**src/rtl/mdio_master_pkg.sv**
```systemverilog
// Shared MDIO Clause-22 constants, FSM state encoding and frame builder
// for the mdio_master controller.
package mdio_master_pkg;

  localparam logic [1:0] MDIO_ST    = 2'b01;
  localparam logic [1:0] MDIO_OP_WR = 2'b01;
  localparam logic [1:0] MDIO_OP_RD = 2'b10;
  localparam logic [1:0] MDIO_TA_WR = 2'b10;

  localparam int HDR_BITS   = 14;
  localparam int TA_BITS    = 2;
  localparam int DATA_BITS  = 16;
  localparam int FRAME_BITS = HDR_BITS + TA_BITS + DATA_BITS;

  typedef enum logic [2:0] {
    ST_IDLE,
    ST_PREAMBLE,
    ST_HDR,
    ST_TA,
    ST_DATA,
    ST_DONE
  } state_e;

  // Post-preamble frame, MSB first. Read TA/DATA slots hold ones so the
  // undriven mdio_o rests at the idle level while the PHY owns the line.
  function automatic logic [FRAME_BITS-1:0] build_frame(
    input logic        write,
    input logic [4:0]  phy_addr,
    input logic [4:0]  reg_addr,
    input logic [15:0] wdata
  );
    return {MDIO_ST,
            write ? MDIO_OP_WR : MDIO_OP_RD,
            phy_addr,
            reg_addr,
            write ? MDIO_TA_WR : 2'b11,
            write ? wdata : 16'hFFFF};
  endfunction

endpackage

```
**src/rtl/mdio_clk_gen.sv**
```systemverilog
// MDC generator: low half then high half per bit, with one-cycle strobes on
// the cycles whose closing clk edge makes mdc rise or fall.
module mdio_clk_gen #(
  parameter int HALF_PERIOD = 12
) (
  input  logic clk_50,
  input  logic reset,
  input  logic i_run,
  output logic o_mdc,
  output logic o_fall_stb,
  output logic o_rise_stb
);

  localparam logic [7:0] HP_LAST = 8'(HALF_PERIOD - 1);

  logic [7:0] r_phase;
  logic       r_mdc;
  logic       w_wrap;

  assign w_wrap     = (r_phase == HP_LAST);
  assign o_mdc      = r_mdc;
  assign o_rise_stb = i_run & w_wrap & ~r_mdc;
  assign o_fall_stb = i_run & w_wrap & r_mdc;

  // NOTE: non-blocking assignments for all state so every flop samples
  // pre-edge values regardless of statement order.
  always_ff @(posedge clk_50 or posedge reset) begin
    if (reset) begin
      r_phase <= '0;
      r_mdc   <= 1'b0;
    end else if (!i_run) begin
      r_phase <= '0;
      r_mdc   <= 1'b0;
    end else if (w_wrap) begin
      r_phase <= '0;
      r_mdc   <= ~r_mdc;
    end else begin
      r_phase <= r_phase + 8'd1;
    end
  end

endmodule

```
**src/rtl/mdio_master.sv**
```systemverilog
// Clause-22 MDIO master: serialises one register read/write per request into
// an MDC/MDIO frame and returns read data or a missing-PHY error flag.
module mdio_master
  import mdio_master_pkg::*;
#(
  parameter int HALF_PERIOD  = 12,
  parameter int PREAMBLE_LEN = 32
) (
  input  logic        clk_50,
  input  logic        reset,
  input  logic        enable,
  input  logic        req_valid,
  output logic        req_ready,
  input  logic        req_write,
  input  logic [4:0]  req_phy_addr,
  input  logic [4:0]  req_reg_addr,
  input  logic [15:0] req_wdata,
  output logic        rsp_valid,
  output logic [15:0] rsp_rdata,
  output logic        rsp_err,
  output logic        mdc,
  output logic        mdio_o,
  output logic        mdio_oe,
  input  logic        mdio_i
);

  localparam logic [5:0] PRE_LAST  = (PREAMBLE_LEN == 0) ? 6'd0 : 6'(PREAMBLE_LEN - 1);
  localparam logic [5:0] HDR_LAST  = 6'(HDR_BITS - 1);
  localparam logic [5:0] TA_LAST   = 6'(TA_BITS - 1);
  localparam logic [5:0] DATA_LAST = 6'(DATA_BITS - 1);

  state_e      r_state, w_next_state;
  logic [5:0]  r_bit_cnt, w_last_idx;
  logic [31:0] r_shift;
  logic [15:0] r_rx, r_rsp_rdata;
  logic [1:0]  r_sync;
  logic        r_write, r_ta2;
  logic        r_req_ready, r_rsp_valid, r_rsp_err, r_mdio_o, r_mdio_oe;
  logic        w_run, w_fall_stb, w_rise_stb, w_accept, w_bit_done;
  logic [31:0] w_frame;

  assign req_ready = r_req_ready & enable;
  assign w_accept  = req_valid & req_ready;
  assign w_run     = r_state inside {ST_PREAMBLE, ST_HDR, ST_TA, ST_DATA};
  assign w_frame   = build_frame(req_write, req_phy_addr, req_reg_addr, req_wdata);

  assign rsp_valid = r_rsp_valid;
  assign rsp_rdata = r_rsp_rdata;
  assign rsp_err   = r_rsp_err;
  assign mdio_o    = r_mdio_o;
  assign mdio_oe   = r_mdio_oe;

  mdio_clk_gen #(.HALF_PERIOD(HALF_PERIOD)) u_clk_gen (
    .clk_50     (clk_50),
    .reset      (reset),
    .i_run      (w_run),
    .o_mdc      (mdc),
    .o_fall_stb (w_fall_stb),
    .o_rise_stb (w_rise_stb)
  );

  always_ff @(posedge clk_50 or posedge reset) begin
    if (reset) r_state <= ST_IDLE;
    else       r_state <= w_next_state;
  end

  // NOTE: every always_comb output gets a default first so no path can
  // leave it unassigned and infer a latch.
  always_comb begin
    w_last_idx   = 6'd0;
    w_next_state = r_state;
    case (r_state)
      ST_PREAMBLE: w_last_idx = PRE_LAST;
      ST_HDR:      w_last_idx = HDR_LAST;
      ST_TA:       w_last_idx = TA_LAST;
      ST_DATA:     w_last_idx = DATA_LAST;
      default:     w_last_idx = 6'd0;
    endcase
    w_bit_done = w_fall_stb && (r_bit_cnt == w_last_idx);
    case (r_state)
      ST_IDLE:     if (w_accept) w_next_state = (PREAMBLE_LEN == 0) ? ST_HDR : ST_PREAMBLE;
      ST_PREAMBLE: if (w_bit_done) w_next_state = ST_HDR;
      ST_HDR:      if (w_bit_done) w_next_state = ST_TA;
      ST_TA:       if (w_bit_done) w_next_state = ST_DATA;
      ST_DATA:     if (w_bit_done) w_next_state = ST_DONE;
      ST_DONE:     w_next_state = ST_IDLE;
      default:     w_next_state = ST_IDLE;
    endcase
  end

  always_ff @(posedge clk_50 or posedge reset) begin
    if (reset) begin
      r_sync      <= 2'b11;
      r_bit_cnt   <= '0;
      r_shift     <= '0;
      r_write     <= 1'b0;
      r_ta2       <= 1'b1;
      r_rx        <= '0;
      r_req_ready <= 1'b0;
      r_rsp_valid <= 1'b0;
      r_rsp_rdata <= '0;
      r_rsp_err   <= 1'b0;
      r_mdio_o    <= 1'b1;
      r_mdio_oe   <= 1'b0;
    end else begin
      r_sync      <= {r_sync[0], mdio_i};
      r_req_ready <= (w_next_state == ST_IDLE);
      r_rsp_valid <= 1'b0;

      // The first bit is launched on the accept edge so it is already on
      // the line in the first low-half cycle.
      if (w_accept) begin
        r_write   <= req_write;
        r_bit_cnt <= '0;
        r_mdio_oe <= 1'b1;
        if (PREAMBLE_LEN == 0) begin
          r_mdio_o <= w_frame[31];
          r_shift  <= {w_frame[30:0], 1'b1};
        end else begin
          r_mdio_o <= 1'b1;
          r_shift  <= w_frame;
        end
      end else if (w_fall_stb) begin
        r_bit_cnt <= (w_next_state != r_state) ? 6'd0 : r_bit_cnt + 6'd1;
        if (w_next_state == ST_DONE) begin
          r_mdio_o    <= 1'b1;
          r_mdio_oe   <= 1'b0;
          r_rsp_valid <= 1'b1;
          r_rsp_rdata <= r_write ? 16'h0000 : r_rx;
          r_rsp_err   <= ~r_write & r_ta2;
        end else if (r_state != ST_PREAMBLE || w_next_state == ST_HDR) begin
          r_mdio_o <= r_shift[31];
          r_shift  <= {r_shift[30:0], 1'b1};
          if (r_state == ST_HDR && w_next_state == ST_TA) r_mdio_oe <= r_write;
        end
      end

      if (w_rise_stb) begin
        if (r_state == ST_TA && r_bit_cnt == TA_LAST) r_ta2 <= r_sync[1];
        if (r_state == ST_DATA) r_rx <= {r_rx[14:0], r_sync[1]};
      end
    end
  end

endmodule

```
**config.mk**
```make
export PLATFORM = sky130hd
export DESIGN_NAME = mdio_master
export DESIGN_NICKNAME = d
export VERILOG_FILES = /design/src/rtl/mdio_master_pkg.sv /design/src/rtl/mdio_clk_gen.sv /design/src/rtl/mdio_master.sv
export SDC_FILE = /design/constraint.sdc
export NUM_CORES = 1
export LEC_CHECK = 0
export BUFFER_PORTS_ARGS = -buffer_cell sky130_fd_sc_hd__buf_2
export CAP_MARGIN = 0
export CORE_MARGIN = 2
export CORE_UTILIZATION = 62
export DETAILED_ROUTE_END_ITERATION = 8
export PLACE_DENSITY = 0.94
export SETUP_SLACK_MARGIN = 0.2
export SYNTH_ARGS = -nofsm -noshare
export SYNTH_HDL_FRONTEND = slang
export SYNTH_SLANG_ARGS = --single-unit
```
**constraint.sdc**
```tcl
create_clock -name clk_50 -period 4.7 [get_ports clk_50]
set_input_delay 0.705 -clock clk_50 [delete_from_list [all_inputs] [get_ports clk_50]]
set_output_delay 0.705 -clock clk_50 [all_outputs]
set_load 0.05 [all_outputs]
```
==> reports/metrics.csv, run 1 <==
stage;metric;value;unit
cts;worst_skew_pair.late_latency;0.35;ns
power;ir_worst_vdd;0.142;mV
synth;yosys_warnings;0;
synth;synth_area_leaders;dfrtp_1 (52%), mux2i_1 (6.9%), a21oi_1 (3.8%), nor3b_1 (3.2%), nand2b_1 (3.0%);
setup_path;cp_data_required_time;4.90;ns
setup_path;rr_endpoint;rsp_rdata[0];
cts;cts_buffer_depth;2;
synth;netlist_area;0.00423;mm^2
timing;setup_viol;0;
cts;cts_resized;0;
worst_hold_path;hold_path.class;flop to flop;
setup_path;rrSetupSlack;1.66;ns
timing;slew_headroom;0.161;
synth;synth_nets;421;
worst_hold_path;holdCritStartpoint;r_sync[0];
setup_path;crit_family;simple AND/OR/NAND/NOR gates;
placed_design;gp_congestion;0.851;
layout;syn_to_final_growth;10.2;%
cts;tritoncts;yes;
setup_path;startpoint_type;flop;
synth;syn_area_per_cell;10.9;um^2
setup_path;reg2reg_from;r_state[0];
cts;cts.clk_slew.worst_paths;0.09;ns
synth;synth-async-reset-ratio;1.00;
outcome;status;finished, final reports clean;
cts;ctsHoldBuffers;0;
global_routing;antenna_found_initial;0;
timing;max_freq;329;MHz
detailed_routing;drt-initial-drc-count;232;
detailed_routing;drcViolationCount;0;
setup_path;path_cells;o21ai_1, nand4_2, or3_1, or4_1, nand2_1, o21ai_2;
job;drv_cap;0;
worst_hold_path;whs_endpoint;r_sync[1];
timing;hold_viol;0;
detailed_routing;wl_per_cell;14.7;um
detailed_routing;drt_first_pass_iters;4;
detailed_routing;wl;7.58;mm
timing;slew_violations;0;
synth;synth-seq-area-share;0.540;
global_routing;grt_max_degree;64;
timing;grt_setup_unrepaired;no;
synth;ys_ff_latch;91;
detailed_routing;vias;2938;
timing;fin_skew;0.0142;ns
setup_path;endpoint_kind;flop;
timing;finalSetupTns;0;ns
global_routing;grt-ovfl-total;0;
global_routing;grt_pass1_vias;2661;
floorplanning;core_area;0.00668;mm^2
setup_path;cp_num_cells;6;
timing;period_share;0.647;
synth;ys.flop_type;dfrtp_1;
layout;diodes;0;
worst_hold_path;hold_depth;0;
synth;synth_top_area_cell;dfrtp_1;
setup_path;worstSetupPathType;flop to flop;
power;power;1370;uW
global_routing;grt_pass1_wl;12.7;mm
setup_path;arrival;3.24;ns
cts;htree_levels;3;
floorplanning;initial_core_util;0.633;
setup_path;slowest_delay;1.04;ns
floorplanning;row_count;30;
layout;drive_gt1_frac;0.221;
floorplanning;io-pin-count;54;
placed_design;place_inst;498;
cts;cts_made_buffers;9;
placed_design;hpwl;5.04;mm
synth;synth_edf_count;0;
layout;final_cells;514;
setup_path;cpMaxStageDelayCell;or4_1;
placed_design;pre_cts_ws;1.72;ns
setup_path;cp_max_fo;35;
global_routing;grt_usage;0.218;
floorplanning;die-area;0.00749;mm^2
layout;final_nets;464;
layout;post-route-util;0.697;
floorplanning;die_height;86.6;um
cts;post_cts_buffers;0;
setup_path;rr_worst_depth;6;
placed_design;port_buffers;53;
floorplanning;die_w;86.6;um
power;power.density;293;mW/mm^2
synth;synth.distinct_cells;43;
power;p_leak;0.00220;uW
timing;post-route-min-period;3.04;ns
synth;post-synth-top-count-cell;dfrtp_1;
timing;setup_ws;1.66;ns
cts;cts_root_buf;clkbuf_8;
setup_path;cp_num_buf_inv;0;
detailed_routing;drt.antenna.violating_nets;0;
timing;tightestPinTransition;1.26;ns
cts;cts_sinks;91;
synth;synth_cells;386;
detailed_routing;viasPerCell;5.72;
synth;synth_common_cells;dfrtp_1 (87), a21oi_1 (32), nor2_1 (32), mux2i_1 (29), nand2_1 (29);
synth;synth.top_cell.area_share;0.515;
sequential cells by signal, summed over array words and instances (netlist names), 2 cells and up:
register,flops
r_shift,32
r_rx,16
rsp_rdata,16
u_clk_gen.r_phase,8
r_bit_cnt,6
r_state,3
r_sync,2
cell families after synthesis:
kind of cell,after synthesis,synth area share
buf+inv,28,0.0397
compound gates,71,0.102
flops,91,0.540
xor+xnor,12,0.0249
fa+ha+maj,3,0.00888
simple gates,134,0.168
mux,47,0.117
worst max path at each step:
stage | endpoint | start | slack (ns)
finish | rsp_rdata[0] | r_state[0] | 1.66
global route | rsp_rdata[1] | r_state[0] | 1.45
CTS | rsp_rdata[0] | r_state[0] | 1.70
detailed placement | rsp_rdata[0] | r_state[1] | 1.72
global placement | rsp_rdata[3] | r_state[1] | 1.83
floorplan | mdio_oe | reset | 1.64
metal layers:
| layer | part of all wire | up-vias | GRT usage |
|---|---|---|---|
| li1 | - | 1429 | - |
| met1 | 0.45 | 1422 | 0.293 |
| met2 | 0.49 | 75 | 0.351 |
| met3 | 0.044 | 12 | 0.0448 |
| met4 | 0.018 | 0 | 0.0866 |
| met5 | 0 | - | 0 |
cell type report:
cell class / instances / area (um^2)
inverter: 5 / 20.0
fill: 465 / 2020
sequential: 91 / 2280
clock inverter: 4 / 51.3
clock buffer: 12 / 145
tap: 80 / 100
multi-input combinational: 267 / 1780
timing repair buffer: 55 / 280
report_power, final:
group	total [uW]	switching [uW]	internal (uW)
registers	800	6.96	793
logic	44.1	24.4	19.6
clock network	521	260	261
total	1370	292	1070
per-stage QoR:
step	hold WS (ns)	area, um^2
after floorplan	0.345	4230
final	0.380	4660
after global placement	0.365	4460
after global routing	0.380	4660
after detailed placement	0.358	4460
after CTS	0.377	4660
worst reg2reg max path, cell delays in order, from the launching register on:
cell and delay (ns):
dfrtp_1 0.51, o21ai_1 0.39, nand4_2 0.16, or3_1 0.42
or4_1 1.04, nand2_1 0.29, o21ai_2 0.08
layout by cell type, fill, tap and decap left out, drive strengths merged, types with 3 or more instances in the layout:
cell type   n
dfrtp      87
buf        55
nor2       32
a21oi      32
mux2i      29
nand2      29
o21ai      28
nand2b     20
nor3b      18
mux2       18
clkbuf     12
nand3       9
and2        6
xnor2       6
xor2        6
nor3        5
and3        4
dfstp       4
inv         4
nand4       4
o2111ai     3
ha          3
clkinv      3
Power figures use the tool's default switching activity.
==> run 2, diff against run 1 <==
--- a/config.mk
+++ b/config.mk
@@ -8,9 +8,9 @@
 export BUFFER_PORTS_ARGS = -buffer_cell sky130_fd_sc_hd__buf_2
 export CAP_MARGIN = 0
 export CORE_MARGIN = 2
-export CORE_UTILIZATION = 62
+export CORE_UTILIZATION = 58
 export DETAILED_ROUTE_END_ITERATION = 8
-export PLACE_DENSITY = 0.94
+export PLACE_DENSITY = 0.89
 export SETUP_SLACK_MARGIN = 0.2
 export SYNTH_ARGS = -nofsm -noshare
 export SYNTH_HDL_FRONTEND = slang
==> constraint.sdc (replaced) <==
create_clock -name clk_50 -period 2.9 [get_ports clk_50]
set_input_delay 0.435 -clock clk_50 [delete_from_list [all_inputs] [get_ports clk_50]]
set_output_delay 0.435 -clock clk_50 [all_outputs]
set_load 0.05 [all_outputs]
==> reports/metrics.csv, run 2 (synthesis gave the netlist of run 1 again) <==
stage;metric;value;unit;change
timing;period_share;0.865;;+0.218
global_routing;grt-ovfl-total;0;;unchanged
job;drv_cap;0;;unchanged
global_routing;grt_usage;0.203;;-0.0147
detailed_routing;drcViolationCount;0;;unchanged
timing;max_freq;399;MHz;+21%
floorplanning;row_count;31;;+3.3%
global_routing;grt_pass1_wl;12.5;mm;-1.6%
global_routing;grt_max_degree;92;;+44%
setup_path;endpoint_kind;flop;;
floorplanning;io-pin-count;54;;unchanged
timing;timing.hold.ws;0.173;ns;-0.207 ns
placed_design;place_inst;520;;+4.4%
placed_design;port_buffers;53;;unchanged
placed_design;gp_congestion;0.865;;+1.7%
timing;hold_viol;0;;unchanged
timing;fin_skew;0.0146;ns;+0.000427 ns
worst_hold_path;hold_path.class;input port to flop;;
floorplanning;die-area;0.00799;mm^2;+6.6%
timing;grt_setup_unrepaired;no;;
floorplanning;core_area;0.00714;mm^2;+6.8%
detailed_routing;vias;2925;;-0.44%
detailed_routing;drt.antenna.violating_nets;0;;unchanged
cts;cts.clk_slew.worst_paths;0.08;ns;about the same
cts;htree_levels;3;;unchanged
cts;cts_made_buffers;9;;unchanged
cts;tritoncts;yes;;
layout;final_nets;467;;+0.65%
setup_path;path_cells;or3_1, nand4_2, or3_1, or4_1, buf_4, nand2_1, o21ai_1;;
floorplanning;initial_core_util;0.592;;-0.0404
setup_path;cp_max_fo;35;;unchanged
outcome;status;finished, final reports clean;;
cts;cts_buffer_depth;2;;unchanged
power;power.density;457;mW/mm^2;+56%
timing;post-route-min-period;2.51;ns;-0.534 ns
timing;finalSetupTns;0;ns;unchanged
setup_path;cp_data_required_time;3.13;ns;-1.77 ns
setup_path;worstSetupPathType;flop to flop;;
floorplanning;die_height;89.4;um;+3.2%
global_routing;grt_pass1_vias;2742;;+3.0%
setup_path;crit_top_cell;or3_1;;
placed_design;hpwl;5.03;mm;-0.19%
layout;top_register;r_shift;;
timing;tightestPinTransition;0.459;ns;-0.799 ns
global_routing;antenna_found_initial;0;;unchanged
power;p_leak;0.00220;uW;+0.29%
cts;ctsHoldBuffers;0;;unchanged
layout;final_cells;536;;+4.3%
layout;mostFrequentLayoutCell;dfrtp_1;;
cts;cts_root_buf;clkbuf_8;;
detailed_routing;viasPerCell;5.46;;-4.5%
layout;layout_common_cells;dfrtp_1 (87), buf_2 (53), nor2_1 (32), a21oi_1 (32), mux2i_1 (29);;
setup_path;arrival;2.73;ns;-0.51 ns
floorplanning;die_w;89.4;um;+3.2%
setup_path;slowest_delay;0.59;ns;-0.45 ns
timing;slew_violations;0;;unchanged
layout;drive_gt1_frac;0.231;;+0.00992
layout;diodes;0;;unchanged
cts;worst_skew_pair.late_latency;0.36;ns;about the same
setup_path;cpMaxStageDelayCell;dfrtp_1;;
detailed_routing;drt-initial-drc-count;193;;-17%
detailed_routing;wl_per_cell;13.9;um;-5.7%
setup_path;startpoint_type;flop;;
power;ir_worst_vdd;0.317;mV;+120%
layout;syn_to_final_growth;11.4;%;
timing;slew_headroom;0.691;;+0.529
layout;largest_reg_flops;32;;unchanged
cts;cts_sinks;91;;unchanged
detailed_routing;wl;7.45;mm;-1.6%
timing;setup_viol;0;;unchanged
detailed_routing;drt_first_pass_iters;4;;unchanged
run 2: layout make-up:
class	count	area [um^2]
inverter	5	22.5
timing repair buffer	58	319
clock buffer	11	141
fill	571	2430
clock inverter	5	37.5
multi-input combinational	267	1780
tap	99	124
sequential	91	2280
run 2: routing by layer:
| layer | global-route usage | vias to the layer above | share of wire |
|---|---|---|---|
| met2 | 0.320 | 71 | 0.48 |
| met3 | 0.0563 | 9 | 0.044 |
| li1 | - | 1437 | - |
| met4 | 0.0733 | 0 | 0.010 |
| met5 | 0 | - | 0 |
| met1 | 0.273 | 1408 | 0.46 |
run 2: critical path: cells and delay by family, from the launching register on:
| family | cells | cell delay [ns] |
|---|---|---|
| compound gates | 1 | 0.08 |
| buf+inv | 1 | 0.27 |
| flops | 1 | 0.59 |
| simple gates | 5 | 1.43 |
run 2: path summary, 6_finish.rpt:
path	cells after the start	end	slack [ns]	startpoint
min	1	r_sync[0]	0.17	mdio_i
max	7	rsp_err	0.39	r_state[1]
max in group asynchronous	3	r_sync[0]	2.34	reset
max reg2reg	7	rsp_err	0.39	r_state[1]
min reg2reg	0	r_sync[1]	0.37	r_sync[0]
min in group asynchronous	3	rsp_rdata[2]	0.20	reset
run 2: power breakdown:
part,switching [uW],internal (uW)
combinational,40.4,33.9
clock,446,338
sequential,11.0,1280
run 2: what timing repair did:
action                                  CTS  global route
buffers inserted                          0             0
endpoints found under the setup margin    0            43
gates resized for setup                   0             2
run 2: metrics by stage:
stage                     cell area, um^2  total power [uW]  setup WS, ns  utilization
after floorplan                      4230              1360         0.713            -
after global placement               4520              1390         0.446        0.634
after detailed placement             4520              1400         0.349        0.634
after CTS                            4700              2170         0.315        0.659
after global routing                 4710              2240         0.244        0.660
final                                4710              2150         0.392        0.660
